===== src/rtl/nmr_seq_pkg.sv =====
// +----------------------------------------------------------------------+
// | nmr_seq_pkg : shared state encoding and defaults for the NMR scan    |
// | sequencer.                          Revision: 1.0                    |
// +----------------------------------------------------------------------+
`default_nettype none

package nmr_seq_pkg;

   localparam int STATE_W             = 6;
   localparam int ACK_TIMEOUT_DEFAULT = 16;

   typedef logic [STATE_W-1:0] state_t;

   localparam logic [STATE_W-1:0] ST_IDLE     = 6'b000001;
   localparam logic [STATE_W-1:0] ST_LAUNCH   = 6'b000010;
   localparam logic [STATE_W-1:0] ST_WAIT_ACK = 6'b000100;
   localparam logic [STATE_W-1:0] ST_RUN      = 6'b001000;
   localparam logic [STATE_W-1:0] ST_REPDLY   = 6'b010000;
   localparam logic [STATE_W-1:0] ST_FINISH   = 6'b100000;

endpackage

`default_nettype wire


===== src/rtl/nmr_delay_counter.sv =====
// +----------------------------------------------------------------------+
// | nmr_delay_counter : loadable down-counter, terminal count on the     |
// | last cycle of the loaded delay.     Revision: 1.0                    |
// +----------------------------------------------------------------------+
`default_nettype none

module nmr_delay_counter #(
   parameter int WIDTH = 32
) (
   input  logic             clk_i,
   input  logic             rst_i,
   input  logic             load_i,
   input  logic [WIDTH-1:0] load_val_i,
   input  logic             en_i,
   output logic             tc_o
);

   logic [WIDTH-1:0] cnt_q;

   always_ff @(posedge clk_i) begin
      if (rst_i) begin
         cnt_q <= '0;
      end else if (load_i) begin
         cnt_q <= load_val_i;
      end else if (en_i && (cnt_q != '0)) begin
         cnt_q <= cnt_q - 1'b1;
      end
   end

   // A load of N gives N enabled cycles; tc marks the last of them.
   assign tc_o = (cnt_q == WIDTH'(1));

endmodule

`default_nettype wire


===== src/rtl/nmr_scan_sequencer.sv =====
// +----------------------------------------------------------------------+
// | nmr_scan_sequencer : launches NUM_SCAN pulse-program scans separated |
// | by REP_DELAY cycles. Option macro: NMR_SCAN_SEQ_PHASE_CYC_EN.        |
// | Revision: 1.0                                                        |
// +----------------------------------------------------------------------+
`default_nettype none

module nmr_scan_sequencer
   import nmr_seq_pkg::*;
#(
   parameter int SCAN_CNT_WIDTH  = 16,
   parameter int REP_DELAY_WIDTH = 32,
   parameter int ACK_TIMEOUT     = ACK_TIMEOUT_DEFAULT
) (
   input  logic                       CLK,
   input  logic                       RESET,
   input  logic                       START,
   input  logic                       ABORT,
   input  logic [SCAN_CNT_WIDTH-1:0]  NUM_SCAN,
   input  logic [REP_DELAY_WIDTH-1:0] REP_DELAY,
   input  logic                       PP_FSMSTAT,
   output logic                       PP_START,
   output logic                       PP_PHASE_CYC,
   output logic                       BUSY,
   output logic                       SCAN_DONE,
   output logic [SCAN_CNT_WIDTH-1:0]  SCAN_IDX,
   output logic                       DONE,
   output logic                       ERR
);

   localparam int                ACK_W    = $clog2(ACK_TIMEOUT + 1);
   localparam logic [ACK_W-1:0]  ACK_LAST = ACK_W'(ACK_TIMEOUT - 1);

   state_t                       state_q, state_d;
   logic [SCAN_CNT_WIDTH-1:0]    num_q, idx_q;
   logic [REP_DELAY_WIDTH-1:0]   rep_q;
   logic [ACK_W-1:0]             ack_cnt_q;
   logic                         abort_q, busy_q, done_q, scan_done_q, err_q;
   logic                         w_accept, w_abort, w_last, w_dly_tc, w_dly_load;
   logic [SCAN_CNT_WIDTH-1:0]    w_idx_inc;

   assign w_accept  = (state_q == ST_IDLE) && START;
   assign w_abort   = abort_q | ABORT;
   assign w_idx_inc = idx_q + 1'b1;
   assign w_last    = (w_idx_inc == num_q);

   always_comb begin
      state_d = state_q;
      case (state_q)
         ST_IDLE:     if (START) state_d = (NUM_SCAN == '0) ? ST_FINISH : ST_LAUNCH;
         ST_LAUNCH:   state_d = ST_WAIT_ACK;
         ST_WAIT_ACK: begin
            if (PP_FSMSTAT)                state_d = ST_RUN;
            else if (ack_cnt_q == ACK_LAST) state_d = ST_FINISH;
         end
         ST_RUN: begin
            if (!PP_FSMSTAT) begin
               if (w_last || w_abort)   state_d = ST_FINISH;
               else if (rep_q == '0)    state_d = ST_LAUNCH;
               else                     state_d = ST_REPDLY;
            end
         end
         ST_REPDLY: begin
            if (w_abort)       state_d = ST_FINISH;
            else if (w_dly_tc) state_d = ST_LAUNCH;
         end
         ST_FINISH:   state_d = ST_IDLE;
         default:     state_d = ST_IDLE;
      endcase
   end

   always_ff @(posedge CLK) begin
      if (RESET) begin
         state_q     <= ST_IDLE;
         num_q       <= '0;
         rep_q       <= '0;
         idx_q       <= '0;
         ack_cnt_q   <= '0;
         abort_q     <= 1'b0;
         busy_q      <= 1'b0;
         done_q      <= 1'b0;
         scan_done_q <= 1'b0;
         err_q       <= 1'b0;
      end else begin
         state_q     <= state_d;
         done_q      <= (state_q == ST_FINISH);
         scan_done_q <= 1'b0;
         abort_q     <= (state_q == ST_IDLE) ? 1'b0 : (abort_q | ABORT);
         ack_cnt_q   <= (state_q == ST_WAIT_ACK) ? ack_cnt_q + 1'b1 : '0;
         if (w_accept) begin
            num_q  <= NUM_SCAN;
            rep_q  <= REP_DELAY;
            idx_q  <= '0;
            err_q  <= 1'b0;
            busy_q <= 1'b1;
         end
         if (state_q == ST_FINISH) busy_q <= 1'b0;
         if ((state_q == ST_WAIT_ACK) && (state_d == ST_FINISH)) err_q <= 1'b1;
         if ((state_q == ST_RUN) && !PP_FSMSTAT) begin
            scan_done_q <= 1'b1;
            idx_q       <= w_idx_inc;
         end
      end
   end

   assign w_dly_load = (state_q == ST_RUN) && (state_d == ST_REPDLY);

   nmr_delay_counter #(
      .WIDTH      (REP_DELAY_WIDTH)
   ) u_rep_dly (
      .clk_i      (CLK),
      .rst_i      (RESET),
      .load_i     (w_dly_load),
      .load_val_i (rep_q),
      .en_i       (state_q == ST_REPDLY),
      .tc_o       (w_dly_tc)
   );

`ifdef NMR_SCAN_SEQ_PHASE_CYC_EN
   logic phase_q;

   // Toggles only on re-entry to LAUNCH, so scan 0 always starts at phase 0.
   always_ff @(posedge CLK) begin
      if (RESET || w_accept) begin
         phase_q <= 1'b0;
      end else if ((state_d == ST_LAUNCH) && (state_q != ST_IDLE)) begin
         phase_q <= ~phase_q;
      end
   end

   assign PP_PHASE_CYC = phase_q;
`else
   assign PP_PHASE_CYC = 1'b0;
`endif

   assign PP_START  = (state_q == ST_LAUNCH);
   assign BUSY      = busy_q;
   assign SCAN_DONE = scan_done_q;
   assign SCAN_IDX  = idx_q;
   assign DONE      = done_q;
   assign ERR       = err_q;

endmodule

`default_nettype wire


===== config.mk =====
export PLATFORM = sky130hd
export DESIGN_NAME = nmr_scan_sequencer
export DESIGN_NICKNAME = d
export VERILOG_FILES = /design/src/rtl/nmr_seq_pkg.sv /design/src/rtl/nmr_delay_counter.sv /design/src/rtl/nmr_scan_sequencer.sv
export SDC_FILE = /design/constraint.sdc
export NUM_CORES = 1
export LEC_CHECK = 0
export CAP_MARGIN = 20
export CORE_AREA = 2 2 112 114
export CTS_BUF_LIST = sky130_fd_sc_hd__clkbuf_16
export CTS_CLUSTER_DIAMETER = 30
export DETAILED_ROUTE_END_ITERATION = 16
export DIE_AREA = 0 0 114 116
export GPL_TIMING_DRIVEN = 0
export PLACE_DENSITY_LB_ADDON = 0.1
export SETUP_SLACK_MARGIN = 0.4
export SLEW_MARGIN = 30
export SYNTH_ARGS = -nofsm -noshare
export SYNTH_HDL_FRONTEND = slang
export SYNTH_HIERARCHICAL = 1
export SYNTH_SLANG_ARGS = --single-unit

===== constraint.sdc =====
create_clock -name CLK -period 4 [get_ports CLK]
set_clock_uncertainty 0.15 [all_clocks]
set_input_delay 0.4 -clock CLK [delete_from_list [all_inputs] [get_ports CLK]]
set_output_delay 0.4 -clock CLK [all_outputs]
set_load 0.1 [all_outputs]

# [Word level (Yosys, flattened, before mapping)]
# Index checks and enable logic that the tools add are counted.
# W data, S select, Z words.
[classes] addsub=3 eq_ne=11 mux=17 n_bitwise=2 reduce_logical=16
[ops] cell="$mux W32" count=2
[ops] cell="$mux W6" count=8
[ops] cell="$eq A32 B1 Y1 const B" count=1
[ops] cell="$logic_not A32 Y1" count=1
[ops] cell="$mux W16" count=2
[ops] cell="$reduce_bool A32 Y1" count=1
[ops] cell="$sub A32 B1 Y32 const B" count=1
[ops] cell="$pmux W6 S5" count=1
[ops] cell="$add A16 B1 Y16 const B" count=1
[ops] cell="$eq A16 B16 Y1" count=1
[ops] cell="$logic_not A16 Y1" count=1
[ops] cell="$eq A6 B5 Y1 const B" count=2
[ops] cell="$eq A6 B6 Y1 const B" count=2
[ops] cell="$eq A6 B1 Y1 const B" count=1
[ops] cell="$eq A6 B2 Y1 const B" count=1
[ops] cell="$eq A6 B3 Y1 const B" count=1
[ops] cell="$eq A6 B4 Y1 const B" count=1
[ops] cell="$reduce_bool A2 Y1" count=3
[ops] cell="$reduce_or A2 Y1" count=3
[ops] cell="$add A5 B1 Y5 const B" count=1
[ops] cell="$eq A5 B4 Y1 const B" count=1
[ops] cell="$logic_and A1 B1 Y1" count=5
[ops] cell="$mux W5" count=1
[ops] cell="$mux W1" count=3
[ops] cell="4 further kinds" count=4
[totals] register_bits=112 out_inout_bits=22 wordCells=60

# [Longest topological paths before layout]
[logic_depth] word_depth=9 depth_mapped=14

# [Hierarchy]
# The synthesis kept the hierarchy.
[by_module_without_submodules] module="nmr_scan_sequencer" instances=1 cells_per_inst=497 area_each_um2=3881.2
[by_module_without_submodules] module="nmr_delay_counter" instances=1 cells_per_inst=250 area_each_um2=2023.2

# [Worst setup path before layout]
# No wires, ideal clock.
[synth_path] path_type="register -> register" startpoint="reg idx_q[0] (netlist: SCAN_IDX[0])" endpoint="reg u_rep_dly.cnt_q[23]" t_arrival_ns=4.010 t_required_ns=3.704 slack_ns=-0.306 path_stages_with_launch=14 path_buffers=4 period_less_slack_ns=4.306 path_cell_list="dfxtp_1 > ha_1 > nand3_4 > or3_1 > buf_6 > a2111oi_4 > o32ai_1 > nor4_4 > nor3_1 > clkbuf_1 > inv_1 > clkbuf_1 > clkbuf_1 > a311oi_2"
[synth_between] elab_chain_cells=9 elab_cells_between_ends=10
[synth_lines] item="from (decl)" line="nmr_scan_sequencer.sv:35" source="logic [SCAN_CNT_WIDTH-1:0] num_q, idx_q;"
[synth_lines] item="from (signal assigned)" line="nmr_scan_sequencer.sv:101" source="idx_q <= w_idx_inc;"
[synth_lines] item="$add A16 B1 Y16 (*)" line="nmr_scan_sequencer.sv:44" source="assign w_idx_inc = idx_q + 1'b1;"
[synth_lines] item="$eq A16 B16 Y1 (*)" line="nmr_scan_sequencer.sv:45" source="assign w_last = (w_idx_inc == num_q);"
[synth_lines] item="$logic_or A1 B1 Y1 (*)" line="nmr_scan_sequencer.sv:58" source="if (w_last || w_abort) state_d = ST_FINISH;"
[synth_lines] item="$mux W6 (*)" line="nmr_scan_sequencer.sv:58"
[synth_lines] item="$mux W6 (*)" line="nmr_scan_sequencer.sv:57" source="if (!PP_FSMSTAT) begin"
[synth_lines] item="$pmux W6 S5 (*)" line="nmr_scan_sequencer.sv:49" source="case (state_q)"
[synth_lines] item="$eq A6 B5 Y1 (*)" line="nmr_scan_sequencer.sv:106" source="assign w_dly_load = (state_q == ST_RUN) && (state_d == ST_REPDLY);"
[synth_lines] item="$logic_and A1 B1 Y1 (*)" line="nmr_scan_sequencer.sv:106"
[synth_lines] item="net w_dly_load" line="nmr_scan_sequencer.sv:39" source="logic w_accept, w_abort, w_last, w_dly_tc, w_dly_load;"
[synth_lines] item="$mux W32 / $reduce_bool A2 Y1 (equally long branches)"
[synth_lines] item="to (signal assigned)" line="nmr_delay_counter.sv:24" source="cnt_q <= load_val_i;"
[synth_lines] item="to (signal assigned)" line="nmr_delay_counter.sv:26" source="cnt_q <= cnt_q - 1'b1;"
[synth_lines] item="to (decl)" line="nmr_delay_counter.sv:18" source="logic [WIDTH-1:0] cnt_q;"
# Mark *: on every way through the listed nets, which the timed path passes. The rest lies on a longest branch.
# A chain may end at the register's enable or synchronous reset.

# [Worst setup path after layout]
[layout_path] startpoint="reg idx_q[0] (netlist: SCAN_IDX[0])" endpoint="reg u_rep_dly.cnt_q[3]"
# Same word-level chain as after synthesis.

==> impl_metrics.json <==
{
  "ys.flop_type": "dfxtp_1",
  "crit_family": "buffers and inverters",
  "fmax_mhz": 295.8,
  "ys_seq_area_share_pct": 37.97,
  "dr.pass1.iters": 5,
  "initial_core_util_pct": 49.57,
  "hold_ws_ns": 0.3001,
  "nFillCells": 1085,
  "grt_pass1_wl_um": 28470,
  "core_sq_um": 11910,
  "gr-total-overflow": 0,
  "multi_input_area_sq_um": 3383,
  "ctsLongestPathBuffers": 2,
  "grt_max_degree": 19,
  "power_density_nw_per_um2": 329.0,
  "start_kind": "register",
  "p_leak_uw": 0.002619,
  "syn_avg_cell_area_sq_um": 7.904,
  "routed_wl_um": 17590,
  "cap_violations": 0,
  "dp_hpwl_um": 13310,
  "fin_total_pwr_uw": 2365,
  "drtIter0Drc": 439,
  "synth_area_sq_um": 5904,
  "crit_required_ns": 4.06,
  "finalHoldViolCount": 0,
  "cts.clk_slew.worst_paths_ns": 0.07,
  "grtUsageTotal_pct": 27.17,
  "finalCriticalPeriod_ns": 3.381,
  "via_per_inst": 6.126,
  "crit_arrival_ns": 3.44,
  "outcome": "finished, final reports clean",
  "cts_tree": "done",
  "cts_root_buf": "clkbuf_16",
  "crit_type": "reg2reg",
  "final_layout_size_suffix_gt1_share_pct": 8.602,
  "cts_buffers": 9,
  "die_w_um": 114,
  "ios": 75,
  "yosys_warnings": 6,
  "seq_area_sq_um": 2282,
  "wl_per_cell_um": 17.87,
  "die_h_um": 116,
  "die_area_sq_um": 13220,
  "drc_errors": 0,
  "grt_setup_unrepaired": "no",
  "async_flop_share_pct": 0,
  "postRouteAntennaNets": 0,
  "grt_pass1_vias": 5733,
  "ir_drop_mv": 0.2596,
  "finalSetupViolCount": 0,
  "setup_tns_ns": 0,
  "num_rows": 40,
  "fin_nets": 890,
  "max_stage_delay_ns": 0.42,
  "syn2layout_area_growth_pct": 21.76,
  "portBuffers": 73,
  "synthCells": 747,
  "end_kind": "register",
  "synth_edf_count": 0,
  "htreeDepth": 3,
  "worstPathCellList": "ha_4 -> nand3_4 -> or3_1 -> buf_6 -> a2111oi_4 -> o32ai_2 -> nor4_4 -> nor3_1 -> buf_4 -> inv_4 -> clkbuf_4 -> clkbuf_4 -> a311oi_1",
  "synth.ff_latch_count": 112,
  "vias": 6028,
  "setup_ws_ns": 0.6189,
  "synth.net_count": 805,
  "path_buf_inv": 5,
  "period_share_pct": 84.53,
  "cts_hold_buf": 0,
  "cp_max_fo": 10,
  "worst_pin_slew_ns": 0.9918,
  "path_common_cell": "clkbuf_4",
  "cts.sinks": 112,
  "worst_hold_path_type": "reg2reg",
  "maxSlewViolCount": 0,
  "dp_slack_ns": -0.1500,
  "clkLatencyLatePin_ns": 0.36,
  "slowest_stage": "dfxtp_4",
  "diodes": 0,
  "synth.distinct_cells": 73,
  "gp_congestion": 0.9147,
  "antenna_found_initial": 0,
  "slew-limit-headroom_pct": 33.67
}
layout by cell type, fill, tap and decap left out, types with 16 or more instances in the layout:
cell,instances
a21oi_1,70
nand2_1,130
xnor2_1,16
clkbuf_1,27
nor4_1,25
a311oi_1,24
o21ai_0,28
nor2_1,70
or4_1,17
dfxtp_1,98
clkdlybuf4s50_1,73
cell type report:
type	count	share of cell area (%)
Sequential cell	112	31.74
Clock buffer	9	3.133
Timing Repair Buffer	74	10.27
Clock inverter	7	0.5395
Buffer	52	3.933
Inverter	14	0.7657
Multi-Input combinational cell	569	47.06
Tap cell	147	2.558
worst paths after layout:
kind / depth (start not counted) / start / slack, ns / end
max: 13 / SCAN_IDX[0] / 0.62 / u_rep_dly/cnt_q[3]
min: 1 / ack_cnt_q[0] / 0.30 / ack_cnt_q[0]
max reg2reg: 13 / SCAN_IDX[0] / 0.62 / u_rep_dly/cnt_q[3]
min reg2reg: 1 / ack_cnt_q[0] / 0.30 / ack_cnt_q[0]
cells in the mapped netlist (all sizes together) (8+ instances only):
cell type / n / area share, %
nand2: 130 / 8.3
dfxtp: 112 / 38
nor2: 71 / 4.6
a21oi: 70 / 5.9
clkbuf: 36 / 2.3
o21ai: 31 / 2.6
nor4: 28 / 3.2
a311oi: 26 / 4.1
nand3: 17 / 1.9
or4: 17 / 2.2
buf: 16 / 2.1
xnor2: 16 / 2.4
or3: 15 / 1.6
inv: 14 / 0.89
nand4: 13 / 1.5
nor3: 13 / 1.1
o31ai: 10 / 1.3
and3: 9 / 0.95
nor2b: 8 / 0.85
xor2: 8 / 1.2
flip-flops by register name (all words and copies together) (netlist names):
register         flops
ERR                  1
BUSY                 1
num_q               16
SCAN_DONE            1
abort_q              1
DONE                 1
state_q              6
u_rep_dly/cnt_q     32
rep_q               32
SCAN_IDX            16
ack_cnt_q            5
repair_timing:
action                                 in CTS  in global routing
gates resized for setup                    11                 11
pin swaps                                   1                  0
setup endpoints to repair                  32                 29
buffers inserted                            1                  0
endpoints found under the hold margin       0                  0
routing by layer:
layer	up-vias	routed length [um]	global-route usage [%]
li1	2901	-	-
met1	2864	7539	33.21
met2	216	8388	45.99
met3	47	953	5.805
met4	0	705	12.60
met5	-	0	0
per-stage QoR:
stage	std cells	util, %	area [sq um]
finish	984	60.36	7189
global route	984	60.36	7189
CTS	984	60.14	7163
detailed placement	967	57.63	6864
global placement	967	57.63	6864
floorplan	747	-	5949
cell families (layout without fill, tap and decap cells):
kind of cell / Yosys count / count (layout) / synth area share (%)
buf+inv: 66 / 156 / 5.298
flops: 112 / 112 / 37.97
mux: 1 / 1 / 0.1695
xor+xnor: 25 / 25 / 3.941
compound gates: 182 / 182 / 21.02
simple gates: 355 / 355 / 30.47
fa+ha+maj: 5 / 5 / 1.060
other cells: 1 / 1 / 0.06351
power breakdown:
group | leakage [uW] | total (uW) | internal, uW | switching, uW
registers | 0.000920 | 1200 | 1150 | 43.6
logic | 0.00156 | 322 | 132 | 190
clock network | 0.000140 | 845 | 419 | 426
total | 0.00262 | 2370 | 1710 | 660
Power figures use the tool's default switching activity.
